$ cat src/rtl/priority_decoder.sv
// priority_decoder
//   Sequential counterpart to the 4-input priority encoder. Encoded request
//   indices are buffered in a small FIFO and replayed one at a time as a
//   one-hot grant on `out`. Each grant is held for HOLD cycles and is always
//   followed by one all-zero cycle, so two grants never overlap.
//
// Parameters
//   IDX_W : index width; the grant bus has N = 2**IDX_W lines
//   HOLD  : cycles each grant stays asserted (1..255)
//   DEPTH : request FIFO entries (power of two, >= 2)
//
// Ports
//   clk      : clock, all state updates on the rising edge
//   rst_n    : asynchronous active-low reset
//   in       : encoded request index
//   valid    : `in` is meaningful this cycle
//   in_ready : FIFO not full (does not account for a same-cycle pop)
//   out      : one-hot grant, all zero when not granting
//   done     : high during the last cycle of each grant
//   busy     : FSM not idle, or requests still queued
//   ovf      : sticky, at least one request was dropped
//   drop_cnt : saturating count of dropped requests
//              (present only when PRIORITY_DECODER_DROPCNT_EN is defined)
//
// Build option
//   PRIORITY_DECODER_DROPCNT_EN : adds the drop_cnt port and counter.

module priority_decoder #(
  parameter int IDX_W = 2,
  parameter int HOLD  = 3,
  parameter int DEPTH = 4
) (
  input  logic                  clk,
  input  logic                  rst_n,
  input  logic [IDX_W-1:0]      in,
  input  logic                  valid,
  output logic                  in_ready,
  output logic [2**IDX_W-1:0]   out,
  output logic                  done,
  output logic                  busy,
  output logic                  ovf
`ifdef PRIORITY_DECODER_DROPCNT_EN
  ,
  output logic [7:0]            drop_cnt
`endif
);

  localparam int N  = 2 ** IDX_W;
  localparam int AW = $clog2(DEPTH);
  localparam logic [7:0] HOLD_M1 = 8'(HOLD - 1);

  typedef enum logic [1:0] {
    IDLE,
    GRANT,
    GAP
  } state_t;

  state_t            state, next_state;
  logic [7:0]        cnt, next_cnt;
  logic [IDX_W-1:0]  grant_idx, next_grant;

  logic [IDX_W-1:0]  mem [DEPTH];
  logic [AW:0]       wr_ptr, rd_ptr;
  logic              full, empty;
  logic              push, pop, drop;

  // Pointers carry one extra wrap bit: equal pointers mean empty, equal
  // addresses with differing wrap bits mean full.
  assign empty = (wr_ptr == rd_ptr);
  assign full  = (wr_ptr[AW] != rd_ptr[AW]) &&
                 (wr_ptr[AW-1:0] == rd_ptr[AW-1:0]);

  // Fullness is judged before any same-edge pop, so a push into a full FIFO
  // is dropped even when the FSM frees a slot on that edge.
  assign push = valid && !full;
  assign drop = valid && full;

  always_ff @(posedge clk) begin
    if (push) begin
      mem[wr_ptr[AW-1:0]] <= in;
    end
  end

  always_ff @(posedge clk or negedge rst_n) begin
    if (!rst_n) begin
      wr_ptr <= '0;
      rd_ptr <= '0;
      ovf    <= 1'b0;
    end else begin
      if (push) wr_ptr <= wr_ptr + 1'b1;
      if (pop)  rd_ptr <= rd_ptr + 1'b1;
      if (drop) ovf    <= 1'b1;
    end
  end

`ifdef PRIORITY_DECODER_DROPCNT_EN
  always_ff @(posedge clk or negedge rst_n) begin
    if (!rst_n) begin
      drop_cnt <= 8'd0;
    end else if (drop && (drop_cnt != 8'hFF)) begin
      drop_cnt <= drop_cnt + 8'd1;
    end
  end
`endif

  always_ff @(posedge clk or negedge rst_n) begin
    if (!rst_n) begin
      state     <= IDLE;
      cnt       <= 8'd0;
      grant_idx <= '0;
    end else begin
      state     <= next_state;
      cnt       <= next_cnt;
      grant_idx <= next_grant;
    end
  end

  // Outputs are decoded purely from registered state, so `out` and `done`
  // drop to zero the moment reset is asserted.
  always_comb begin
    next_state = state;
    next_cnt   = cnt;
    next_grant = grant_idx;
    pop        = 1'b0;
    out        = '0;
    done       = 1'b0;

    case (state)
      IDLE, GAP: begin
        if (!empty) begin
          pop        = 1'b1;
          next_grant = mem[rd_ptr[AW-1:0]];
          next_cnt   = HOLD_M1;
          next_state = GRANT;
        end else begin
          next_state = IDLE;
        end
      end
      GRANT: begin
        out = N'(1) << grant_idx;
        if (cnt == 8'd0) begin
          done       = 1'b1;
          next_state = GAP;
        end else begin
          next_cnt = cnt - 8'd1;
        end
      end
      default: begin
        next_state = IDLE;
      end
    endcase
  end

  assign in_ready = !full;
  assign busy     = (state != IDLE) || !empty;

endmodule

$ cat config.mk
export PLATFORM = sky130hd
export DESIGN_NAME = priority_decoder
export DESIGN_NICKNAME = d
export VERILOG_FILES = /design/src/rtl/priority_decoder.sv
export SDC_FILE = /design/constraint.sdc
export NUM_CORES = 1
export LEC_CHECK = 0
export CAP_MARGIN = 20
export CELL_PAD_IN_SITES_DETAIL_PLACEMENT = 1
export CELL_PAD_IN_SITES_GLOBAL_PLACEMENT = 2
export CORE_AREA = 2 2 63 65
export CTS_CLUSTER_DIAMETER = 120
export DETAILED_ROUTE_END_ITERATION = 8
export DIE_AREA = 0 0 65 67
export DONT_BUFFER_PORTS = 1
export GPL_TIMING_DRIVEN = 0
export MAX_ROUTING_LAYER = met4
export PLACE_DENSITY = 0.67
export SLEW_MARGIN = 10
export SYNTH_ARGS = -nofsm -noshare
export SYNTH_HDL_FRONTEND = slang
export SYNTH_SLANG_ARGS = --single-unit
$ cat constraint.sdc
create_clock -name clk -period 1.5 [get_ports clk]
set_input_delay 0.075 -clock clk [delete_from_list [all_inputs] [get_ports clk]]
set_output_delay 0.075 -clock clk [all_outputs]
set_load 0.03 [all_outputs]
==> results.py <==
metrics = {
    "run_status": {
        "status": "complete, but fails checks",
        "violations": "setup timing",
    },
    "sta": {
        "setup_viol": 8,
        "setup_ws_ps": -212,
        "rsz0062_at_grt": "yes",
        "fin_crit_sh": 1.14,
        "timing.fmax_mhz": 584,
        "fin_skew_ps": 3.76,
        "period_needed_ps": 1710,
        "slew_viol_final": 0,
        "timing.setup.tns_ps": -1140,
        "finalHoldViolCount": 0,
        "tightest_slew_ps": 902,
        "slew_headroom": 0.397,
    },
    "setup_path": {
        "critPathKind": "register to primary output",
        "reg2regPathDepth": 5,
        "end_kind": "primary output",
        "crit_chain": "or4_4, nor3_4",
        "startpoint_type": "register",
        "r2r_start": "cnt[2]",
        "critPathTopFamily": "simple AND/OR/NAND/NOR gates",
        "slowest_delay_ps": 550,
        "path_max_fanout": 5,
        "timing.rr.end": "cnt[4]",
        "slowest_stage": "or4_4",
        "r2r_slack_ps": -190,
        "cp.arrival_ps": 1640,
        "cp.required_ps": 1420,
        "path_buf_inv": 0,
    },
    "routing": {
        "drt-total-wl_mm": 3.28,
        "avgViaCountPerCell": 5.10,
        "dr.pass1.iters": 4,
        "drtIter0Drc": 18,
        "wl_per_cell_um": 17.8,
        "vias": 939,
        "ant_nets": 0,
        "drc": 0,
    },
    "global_route": {
        "grt_max_degree": 20,
        "grt.overflow.total": 0,
        "grt_pass1_wl_mm": 5.14,
        "antenna_found_initial": 0,
        "grtUsageTotal": 0.165,
        "first_global_vias": 1021,
    },
    "yosys": {
        "synth-simple-area-share": 0.159,
        "synth_area_mm2": 0.00136,
        "avgSynthCellArea_um2": 12.8,
        "synth_edf_count": 8,
        "synth_xor_area_frac": 0.0710,
        "syn_nets": 118,
        "synthMuxAreaShare": 0.0738,
        "synth_flop_cell": "dfrtp_1",
        "synth_cells": 106,
        "synth_top_family_by_area": "simple AND/OR/NAND/NOR gates",
        "synth_seq_cells": 27,
        "synthArstFlopShare": 0.704,
        "synth_fa_ha_area_frac": 0.0646,
        "synth-compound-area-share": 0.0849,
        "yosysSeqAreaShare": 0.528,
        "yosysWarnings": 0,
        "netlist-cell-type-count": 37,
    },
    "clock_network": {
        "h-tree-depth": 1,
        "cts_sinks": 27,
        "numCtsBuffers": 3,
        "clk_root_buffer_cell": "clkbuf_8",
        "clockBufferDepth": 2,
        "clock_latency_ps": 280,
        "clk_pin_slew_ps": 100,
        "cts_tree": "yes",
    },
    "min_path": {
        "worstHoldPathCells": 1,
        "hold_start": "valid",
        "hold_end": "mem[1][0]",
        "min_path_type": "input pin to register",
    },
    "floorplan": {
        "io_pins": 13,
        "rows": 22,
        "core_mm2": 0.00361,
        "die_w_um": 65,
        "die_y_um": 67,
        "initial_core_util": 0.376,
        "dieArea_mm2": 0.00436,
    },
    "power": {
        "p_leak_uw": 0.000757,
        "vdd_drop_max_mv": 1.01,
        "p_per_area_mw_per_mm2": 2540,
    },
    "place": {
        "gp_congestion": 0.742,
        "pre_cts_ws_ps": -197,
        "hpwl_mm": 2.00,
        "placed_cell_area_mm2": 0.00146,
        "placed_cells": 154,
        "port_buffers": 0,
    },
    "final_layout": {
        "nets": 149,
        "fin_cells": 184,
        "syn_to_final_growth_pct": 40.8,
        "drive_gt1_frac": 0.537,
        "post-route-util": 0.529,
        "n_antenna_cell": 0,
        "final_cell_area_mm2": 0.00191,
    },
    "run": {
        "maxCapViolCount": 0,
    },
}
-- per-stage QoR --
step	hold WS, ps	total power (µW)
after floorplan	-221	2940
after global placement	-220	3250
after detailed placement	-220	3310
after CTS	13.5	4440
after global routing	65.5	5200
final	77.8	4850
-- worst max-delay path by stage --
stage / slack [ps] / start / to / depth (start not counted)
after floorplan: -100 / cnt[0] / cnt[7] / 6
after global placement: -170 / cnt[0] / cnt[7] / 6
after detailed placement: -200 / cnt[0] / cnt[7] / 6
after CTS: -240 / cnt[1] / done / 4
after global routing: -260 / cnt[0] / cnt[0] / 6
final: -210 / cnt[2] / done / 2
-- layout by cell type (no fill, tap or decap), types with 2 or more instances in the layout --
cell           Yosys  final
xor2_2             0      2
dlygate4sd3_1      0      5
xor2_1             4      2
dfrtp_2            0      8
and3_4             0      4
edfxtp_1           8      8
a21oi_1            4      2
mux2_4             0      3
nor3_4             0      3
mux4_2             2      2
xnor2_4            0      2
xnor2_1            7      4
ha_1               7      6
nand2_1            3      2
inv_2              0      2
nor2_1             6      5
inv_1              4      2
dfrtp_1           19     11
clkbuf_8           0      3
o21ai_1            0      2
a21oi_2            0      2
buf_4              0     18
buf_6              1      4
-- flip-flops by register name (all words and copies together), names as in the netlist --
register and count:
rd_ptr 3, ovf 1, state 2, mem 8, cnt 8, grant_idx 2, wr_ptr 3
-- area by class of cell --
class,instances,area (µm²)
buffer,1,11.3
clock buffer,3,41.3
clock inverter,1,7.51
fill,374,1700
inverter,4,15.0
multi-input combinational,74,830
sequential,27,726
tap,48,60.1
timing repair buffer,26,219
-- kinds of logic after synthesis --
group / after synthesis
DFF: 27
buffers and inverters: 5
AOI/OAI and AO/OA: 14
adders and majority gates: 7
muxes: 7
xor gates and xnor gates: 11
and+or+nand+nor: 35
-- report_power, final --
group | leakage, µW | internal, µW | switching (µW)
combinational | 0.000439 | 1470 | 1480
clock | 0.0000217 | 189 | 247
sequential | 0.000296 | 1070 | 390
total | 0.000757 | 2730 | 2110
-- timing repair --
action / CTS / global route
hold buffers: 4 / 1
setup endpoints to repair: 28 / 25
gates resized for setup: 26 / 21
hold endpoints to repair: 28 / 1
setup buffers: 16 / 5
gates cloned: 0 / 0
pin swaps: 15 / 14
-- layer usage --
metal / wire length, µm / GRT usage / up-vias
li1: - / - / 447
met1: 1520 / 0.215 / 477
met2: 1680 / 0.263 / 13
met3: 64 / 0.0236 / 2
met4: 21 / 0.0638 / 0
met5: 0 / - / -
-- synth_stat cells, types with 3 or more instances --
| master | n | area share |
|---|---|---|
| xor2_1 | 4 | 0.026 |
| edfxtp_1 | 8 | 0.18 |
| nand2_1 | 3 | 0.0083 |
| nor2_1 | 6 | 0.017 |
| inv_1 | 4 | 0.011 |
| o21ai_0 | 3 | 0.011 |
| nor3_1 | 4 | 0.015 |
| mux2_2 | 4 | 0.033 |
| and3_1 | 5 | 0.023 |
| a21oi_1 | 4 | 0.015 |
| ha_1 | 7 | 0.065 |
| xnor2_1 | 7 | 0.045 |
| dfrtp_1 | 19 | 0.35 |
(Power assumes the default switching activity.)
